$ cat config.mk
export PLATFORM = sky130hd
export DESIGN_NAME = am_insert_module
export DESIGN_NICKNAME = d
export VERILOG_FILES = /design/src/rtl/am_insert_module.sv
export SDC_FILE = /design/constraint.sdc
export NUM_CORES = 1
export LEC_CHECK = 0
export BUFFER_PORTS_ARGS = -buffer_cell sky130_fd_sc_hd__buf_2
export CORE_MARGIN = 2
export CORE_UTILIZATION = 53
export CTS_BUF_LIST = sky130_fd_sc_hd__clkbuf_8 sky130_fd_sc_hd__clkbuf_16
export DETAILED_ROUTE_END_ITERATION = 6
export HOLD_SLACK_MARGIN = 0.12
export PLACE_DENSITY = 0.84
export SYNTH_ARGS = -nofsm -noshare
export SYNTH_HDL_FRONTEND = slang
export SYNTH_SLANG_ARGS = --single-unit
$ cat constraint.sdc
create_clock -name i_clock -period 2.6 [get_ports i_clock]
set_input_delay 0.52 -clock i_clock [delete_from_list [all_inputs] [get_ports i_clock]]
set_output_delay 0.52 -clock i_clock [all_outputs]
set_load 0.05 [all_outputs]
$ cat src/rtl/am_insert_module.sv
// Alignment-marker inserter: passes coded blocks through with one cycle of latency
// and, once per N_BLOCKS period, emits an AM carrying lane id and BIP parity.
module am_insert_module #(
    parameter int LEN_CODED_BLOCK = 66,
    parameter int N_ALIGNER       = 20,
    parameter int NB_LANE_ID      = $clog2(N_ALIGNER),
    parameter int N_BLOCKS        = 16384
) (
    input  logic                       i_clock,
    input  logic                       i_reset,
    input  logic                       i_enable,
    input  logic                       i_valid,
    input  logic [LEN_CODED_BLOCK-1:0] i_data,
    input  logic [NB_LANE_ID-1:0]      i_lane_id,
    output logic                       o_ready,
    output logic [LEN_CODED_BLOCK-1:0] o_data,
    output logic                       o_valid,
    output logic                       o_am_flag
);
    localparam int NB_CNT = $clog2(N_BLOCKS);

    // M0,M1,M2 per lane from IEEE 802.3 Table 82-2
    localparam logic [23:0] AM_TABLE [0:19] = '{
        24'hC16821, 24'h9D718E, 24'h594BE8, 24'h4D957B, 24'hF50709,
        24'hDD14C2, 24'h9A4A26, 24'h7B4566, 24'hA02476, 24'h68C9FB,
        24'hFD6C99, 24'hB99155, 24'h5CB9B2, 24'h1AF8BD, 24'h83C7CA,
        24'h3536CD, 24'hC4314C, 24'hADD6B7, 24'h5F662A, 24'hC0F0E5
    };

    typedef enum logic {INSERT_AM, DATA} state_t;

    state_t                     r_state, w_next_state;
    logic [NB_CNT-1:0]          r_cnt;
    logic [7:0]                 r_bip;
    logic [LEN_CODED_BLOCK-1:0] r_data;
    logic                       r_valid, r_am;
    logic                       w_xfer, w_lane_ok;
    logic [23:0]                w_m;
    logic [7:0]                 w_bip3;
    logic [LEN_CODED_BLOCK-1:0] w_am;

    // Bit j covers transmission bits 2+j+8k; lanes 3/4 also absorb the sync header
    function automatic logic [7:0] bip_of(input logic [LEN_CODED_BLOCK-1:0] b);
        logic [7:0] p;
        p = '0;
        for (int j = 0; j < 8; j++)
            for (int k = 0; k < 8; k++)
                p[j] = p[j] ^ b[63-j-8*k];
        p[3] = p[3] ^ b[65];
        p[4] = p[4] ^ b[64];
        return p;
    endfunction

    assign w_lane_ok = (int'(i_lane_id) < N_ALIGNER) && (int'(i_lane_id) < 20);
    assign w_m       = w_lane_ok ? AM_TABLE[i_lane_id] : AM_TABLE[0];
    // bip[0] is transmitted first, so it lands in the byte MSB
    assign w_bip3    = {<<{r_bip}};
    assign w_am      = {2'b10, w_m, w_bip3, ~w_m, ~w_bip3};

    always_comb begin
        w_next_state = r_state;
        o_ready      = 1'b0;
        w_xfer       = 1'b0;
        case (r_state)
            INSERT_AM: begin
                if (i_enable) w_next_state = DATA;
            end
            DATA: begin
                o_ready = i_enable;
                w_xfer  = i_enable && i_valid;
                if (w_xfer && (r_cnt == NB_CNT'(N_BLOCKS - 2))) w_next_state = INSERT_AM;
            end
            default: w_next_state = INSERT_AM;
        endcase
    end

    always_ff @(posedge i_clock) begin
        if (i_reset) begin
            r_state <= INSERT_AM;
            r_cnt   <= '0;
            r_bip   <= '0;
            r_data  <= '0;
            r_valid <= 1'b0;
            r_am    <= 1'b0;
        end else begin
            r_valid <= 1'b0;
            r_am    <= 1'b0;
            if (i_enable) begin
                r_state <= w_next_state;
                if (r_state == INSERT_AM) begin
                    r_data  <= w_am;
                    r_valid <= 1'b1;
                    r_am    <= 1'b1;
                    r_cnt   <= '0;
                    r_bip   <= bip_of(w_am);
                end else if (w_xfer) begin
                    r_data  <= i_data;
                    r_valid <= 1'b1;
                    r_cnt   <= r_cnt + 1'b1;
                    r_bip   <= r_bip ^ bip_of(i_data);
                end
            end
        end
    end

    assign o_data    = r_data;
    assign o_valid   = r_valid;
    assign o_am_flag = r_am;
endmodule

Word-level counts from Yosys, hierarchy flattened
Memories as Yosys holds them, arrays and structs flattened.
Cells that the tools add are included.
- register bits after elaboration: 91
- word-level logic and storage cells: 153
- output and inout bits: 69
- input port bits: 75
- ROM bits: 768
- memories kept: 1
- $lt $le $gt $ge: 2
- bitwise logic cells: 121
- reductions and logical operators: 4
- add/sub/neg operators: 1
- muxes and demuxes: 16
- eq/ne operators: 2
- memory list (name ; depth ; width ; rd ports ; clocked after memory_dff ; wr ports ; RTL line ; source):
    (name not given) ; 32 ; 24 ; 1 ; 0 ; 0 ; 55 ; assign w_m = w_lane_ok ? AM_TABLE[i_lane_id] : AM_TABLE[0];
- operators with widths (operator ; number):
    two-way mux 66 bit ; 2
    XOR 1 bit ; 114
    two-way mux 24 bit ; 3
    two-way mux 14 bit ; 2
    inverter 24 bit ; 1
    two-way mux 8 bit ; 2
    adder 14 x 1 -> 14 bit, second input constant ; 1
    == test 14 bit, second input constant ; 1
    inverter 8 bit ; 1
    XOR 8 bit ; 1
    greater-or-equal comparator 6 bit, second input constant ; 1
    two-way mux 1 bit ; 6
    inverter 5 -> 6 bit ; 1
    < comparator 5 bit, second input constant ; 1
    inverter 1 bit ; 3
    logical AND 1 bit ; 2
    inequality test 2 x 1 -> 1 bit, second input constant ; 1
    case mux 1 bit (2 select lines) ; 1
    AND reduction 2 bit ; 1
    OR reduction 2 bit ; 1

Depth between registers and ports, before layout
- word-level depth: 14
- gate-level depth with buffers: 9
- depth with buffers taken out: 7

Least setup slack after synthesis
Ideal clock, no wire load.
- path kind: in2reg
- start point: in i_lane_id[0]
- end point: reg r_data[42], in the netlist o_data[42]
- arrival: 2.152 ns
- path slack: 0.321 ns
- cell stages on the path: 9
- required time: 2.472 ns
- library setup time: 0.128 ns
- buffers on the path: 2
- cell sequence: buf_2 inv_1 ha_1 buf_4 inv_2 mux4_2 a221o_1 a22oi_2 nor2_1
- word-level cells in the longest chain between the ends: 6
- elaborated cells on any way between the ends: 7
- those cells by class: 1 x order compare; 4 x mux; 1 x bitwise; 1 x memory
- ends and longest elaborated chain (element ; RTL line ; source):
    start: declaration ; 14 ; input logic [NB_LANE_ID-1:0] i_lane_id,
    inverter 5 -> 6 bit (implied by the code) ; 55 ;
    memory read (32 x 24 bit) ; -- ;
    two-way mux 24 bit (implied by the code) (2 in series) ; 55 ;
    two-way mux 24 bit * ; 55 ;
    two-way mux 66 bit * ; 90 ; if (r_state == INSERT_AM) begin
    end signal: assignment ; 91 ; r_data <= w_am;
    end signal: assignment ; 97 ; r_data <= i_data;
    end: declaration ; 35 ; logic [LEN_CODED_BLOCK-1:0] r_data;
Mark *: on every way between the ends. The rest lies on a longest branch, timed or not. The select of a mux whose other input is x is not followed.
A chain may end at the register's enable or synchronous reset.

Worst setup path after layout
Same ends and word-level chain as after synthesis.

==> impl_metrics.sql <==
INSERT INTO impl_metrics (metric_group, metric, value, unit) VALUES
('status', 'run_status', 'finished clean', ''),
('cts', 'cts_sinks', '91', ''),
('place', 'buffer_ports.inserted', '143', ''),
('routing', 'post-route-drc-count', '0', ''),
('cts', 'worst_skew_pair.late_latency', '370', 'ps'),
('critical_path', 'worstPathArrival', '2300', 'ps'),
('place', 'gp_congestion', '0.988', ''),
('die', 'cell_row_count', '36', ''),
('global_route', 'largest_net_degree_at_the_start_of_global_routing', '69', ''),
('routing', 'vias_per_std_cell', '6.02', ''),
('cts', 'tritoncts', 'built', ''),
('global_route', 'via_count_of_the_first_global_routing_pass', '5282', ''),
('critical_path', 'critPathLaunchType', 'input port', ''),
('routing', 'routed_wire_length_per_instance', '17.8', 'µm'),
('synthesis', 'synth_cell_types', '60', ''),
('pwr', 'power.internal', '0.00252', 'W'),
('synthesis', 'postSynthAreaPerCell', '8.14', 'µm²'),
('synthesis', 'synth_edf_count', '0', ''),
('sta', 'max_freq', '0.488', 'GHz'),
('die', 'coreArea', '9820', 'µm²'),
('global_route', 'grt_pass1_wl', '26200', 'µm'),
('cts', 'worst_setup_hold_path_clk_slew', '90', 'ps'),
('final_layout', 'final_common_cell', 'buf_2', ''),
('global_route', 'grt.total_usage', '29.3', '%'),
('critical_path', 'path_max_fanout', '13', ''),
('cts', 'htree_num_levels', '3', ''),
('pwr', 'clkPwrFrac', '27.7', '%'),
('synthesis', 'ys_warn_count', '0', ''),
('flow_run', 'drv_cap', '0', ''),
('cts', 'cts.repair_timing.setup_buffer_count', '0', ''),
('sta', 'finalSetupViolCount', '0', ''),
('die', 'fp.dieW', '105', 'µm'),
('global_route', 'number_of_antenna_violations_at_the_first_check_in_global_routing', '0', ''),
('final_layout', 'layout.filler_cells', '863', ''),
('pwr', 'power.share.sequential', '39.9', '%'),
('final_layout', 'footprint_of_the_multi_input_gates', '3230', 'µm²'),
('place', 'hpwlAfterDp', '12200', 'µm'),
('routing', 'drt-pass1-iter-count', '5', ''),
('synthesis', 'synthesis.instances', '661', ''),
('die', 'die_area', '11000', 'µm²'),
('cts', 'cts_buffer_depth', '2', ''),
('routing', 'drt_initial_violations', '490', ''),
('routing', 'finalWirelength', '16400', 'µm'),
('synthesis', 'ys_seq_area_share', '33.9', '%'),
('synthesis', 'synth.ff_latch_count', '91', ''),
('routing', 'vias', '5535', ''),
('die', 'initial_utilization', '54.8', '%'),
('pwr', 'net-switching-power', '0.00141', 'W'),
('pwr', 'power_density', '616', 'nW/µm²'),
('sta', 'fin_crit', '2050', 'ps'),
('cts', 'cts_buffers', '9', ''),
('synthesis', 'postSynth.topFlopCell', 'dfxtp_1', ''),
('place', 'placed_cells_incl_taps', '905', ''),
('synthesis', 'net_count_after_synthesis', '745', ''),
('synthesis', 'asyncSetResetFlopFracSynth', '0', '%'),
('final_layout', 'antenna-diode-count', '0', ''),
('sta', 'timing.max_slew.rel_slack', '60.9', '%'),
('critical_path', 'critical_path_required', '2850', 'ps'),
('sta', 'worst_pin_slew', '581', 'ps'),
('final_layout', 'layout.nets', '867', ''),
('pwr', 'netSwitchingFraction', '36.0', '%'),
('sta', 'rsz_0062_raised_after_global_routing', 'false', ''),
('cts', 'cts-resized-gates', '0', ''),
('die', 'num_io_pins', '144', ''),
('sta', 'finalSetupTns', '0', 'ps'),
('final_layout', 'layout-area-overhead-vs-synth', '18.5', '%'),
('final_layout', 'layout.cells.most_common_list', '143 x buf_2, 90 x dfxtp_1, 88 x nor2_1', ''),
('global_route', 'grt.overflow.total', '0', ''),
('final_layout', 'layoutNonFillerInstCount', '920', ''),
('cts', 'root_buffer', 'clkbuf_8', ''),
('sta', 'timing.final.max_slew_violations', '0', ''),
('routing', 'ant_nets', '0', ''),
('sta', 'skew', '12.9', 'ps'),
('pwr', 'comb_power_share', '32.4', '%'),
('pwr', 'static-leakage-power', '2.65', 'nW'),
('final_layout', 'post_route_cells_drive_above_1_share', '25.3', '%'),
('critical_path', 'critPathKind', 'input port to register', ''),
('final_layout', 'sequential_cell_area', '1820', 'µm²'),
('sta', 'final-hold-violation-count', '0', ''),
('die', 'chipHeight', '105', 'µm'),
('sta', 'final.period_utilization', '78.8', '%'),
('cts', 'hold_buffers', '0', ''),
('synthesis', 'syn_area', '5380', 'µm²'),
('critical_path', 'end_kind', 'register', ''),
('min_path', 'holdCritPathClass', 'input port to register', ''),
('pwr', 'vdd_drop_max', '0.000266', 'V');
worst max-delay path, cell delays in order:
cell and delay [ps]:
buf_2 220, inv_1 90, ha_1 380, inv_2 70, mux4_2 460, a221o_1 370
a22oi_2 130, nor2_1 50
stage by stage:
step	setup slack, ps	total power, W	hold slack (ps)	area [µm²]	util [%]
2_1_floorplan	321	0.00252	458	5380	-
3_3_place_gp	219	0.00282	437	6150	62.6
3_5_place_dp	182	0.00285	448	6150	62.6
4_1_cts	571	0.00391	404	6370	64.9
5_1_grt	405	0.00408	416	6370	64.9
6_report	550	0.00393	412	6370	64.9
layout make-up:
class                   count  share of cell area, %
clock inverters             4                   1.16
repair buffers            164                   13.9
flip-flops and latches     91                   28.6
inverters                  12                  0.707
well taps                 133                   2.61
clock buffers              11                   2.38
multi-input cells         505                   50.6
path summary, 6_finish.rpt:
check / startpoint / end / slack (ps) / depth (start not counted)
hold reg to reg: o_data[57]$_SDFFE_PP0P_ / o_data[57]$_SDFFE_PP0P_ / 460 / 2
setup / recovery: i_lane_id[0] / o_data[42]$_SDFFE_PP0P_ / 550 / 8
setup reg to reg: r_state$_SDFFE_PP0P_ / o_data[10]$_SDFFE_PP0P_ / 870 / 6
hold / removal: i_data[12] / o_data[12]$_SDFFE_PP0P_ / 410 / 3
metal layers:
layer	share of wire [%]	GRT usage, %	up-vias
met5	0	0	-
met1	41	37.9	2616
met4	3.6	13.6	0
li1	-	-	2579
met2	47	47.8	293
met3	8.5	4.55	47
cells in the mapped netlist, drive strengths merged, types with 6 or more instances:
cell	instances	area share, %
nand2	52	3.6
a2bb2oi	7	1.1
nor2	88	6.1
nand2b	9	1.0
nand4	7	0.81
nor3b	6	1.0
dfxtp	91	34
ha	9	2.1
a22oi	7	1.1
a21oi	42	4.0
inv	12	0.84
mux2i	11	2.0
a311oi	6	0.98
or3	12	1.4
xor2	20	3.3
xnor2	47	7.7
buf	29	3.7
o211ai	13	1.8
nor2b	10	1.2
o21ai	44	4.1
clkbuf	24	1.7
a211oi	38	5.9
nor3	16	1.6
flip-flops by register name (all words and copies together) (netlist names):
| signal | flops |
|---|---|
| o_am_flag | 1 |
| o_data | 66 |
| r_state | 1 |
| o_valid | 1 |
| r_cnt | 14 |
| r_bip | 8 |
power by group through the flow:
| stage | Clock, W | Sequential (W) | Combinational [W] |
|---|---|---|---|
| after CTS | 0.00109 | 0.00157 | 0.00126 |
| after detailed placement | 0 | 0.00160 | 0.00126 |
| after floorplan | 0 | 0.00190 | 0.000619 |
| after global placement | 0 | 0.00159 | 0.00123 |
| final | 0.00109 | 0.00157 | 0.00127 |
| after global routing | 0.00115 | 0.00158 | 0.00136 |
cell families (layout without fill, tap and decap cells):
group | count (synthesis) | count (layout) | share of synthesized area (%)
compound gates | 191 | 191 | 24.1
xor+xnor | 68 | 68 | 11.3
buf+inv | 65 | 191 | 6.16
flops | 91 | 91 | 33.9
fa+ha+maj | 9 | 9 | 2.09
mux | 14 | 14 | 2.88
simple gates | 223 | 223 | 19.6
Power figures use the tool's default switching activity.
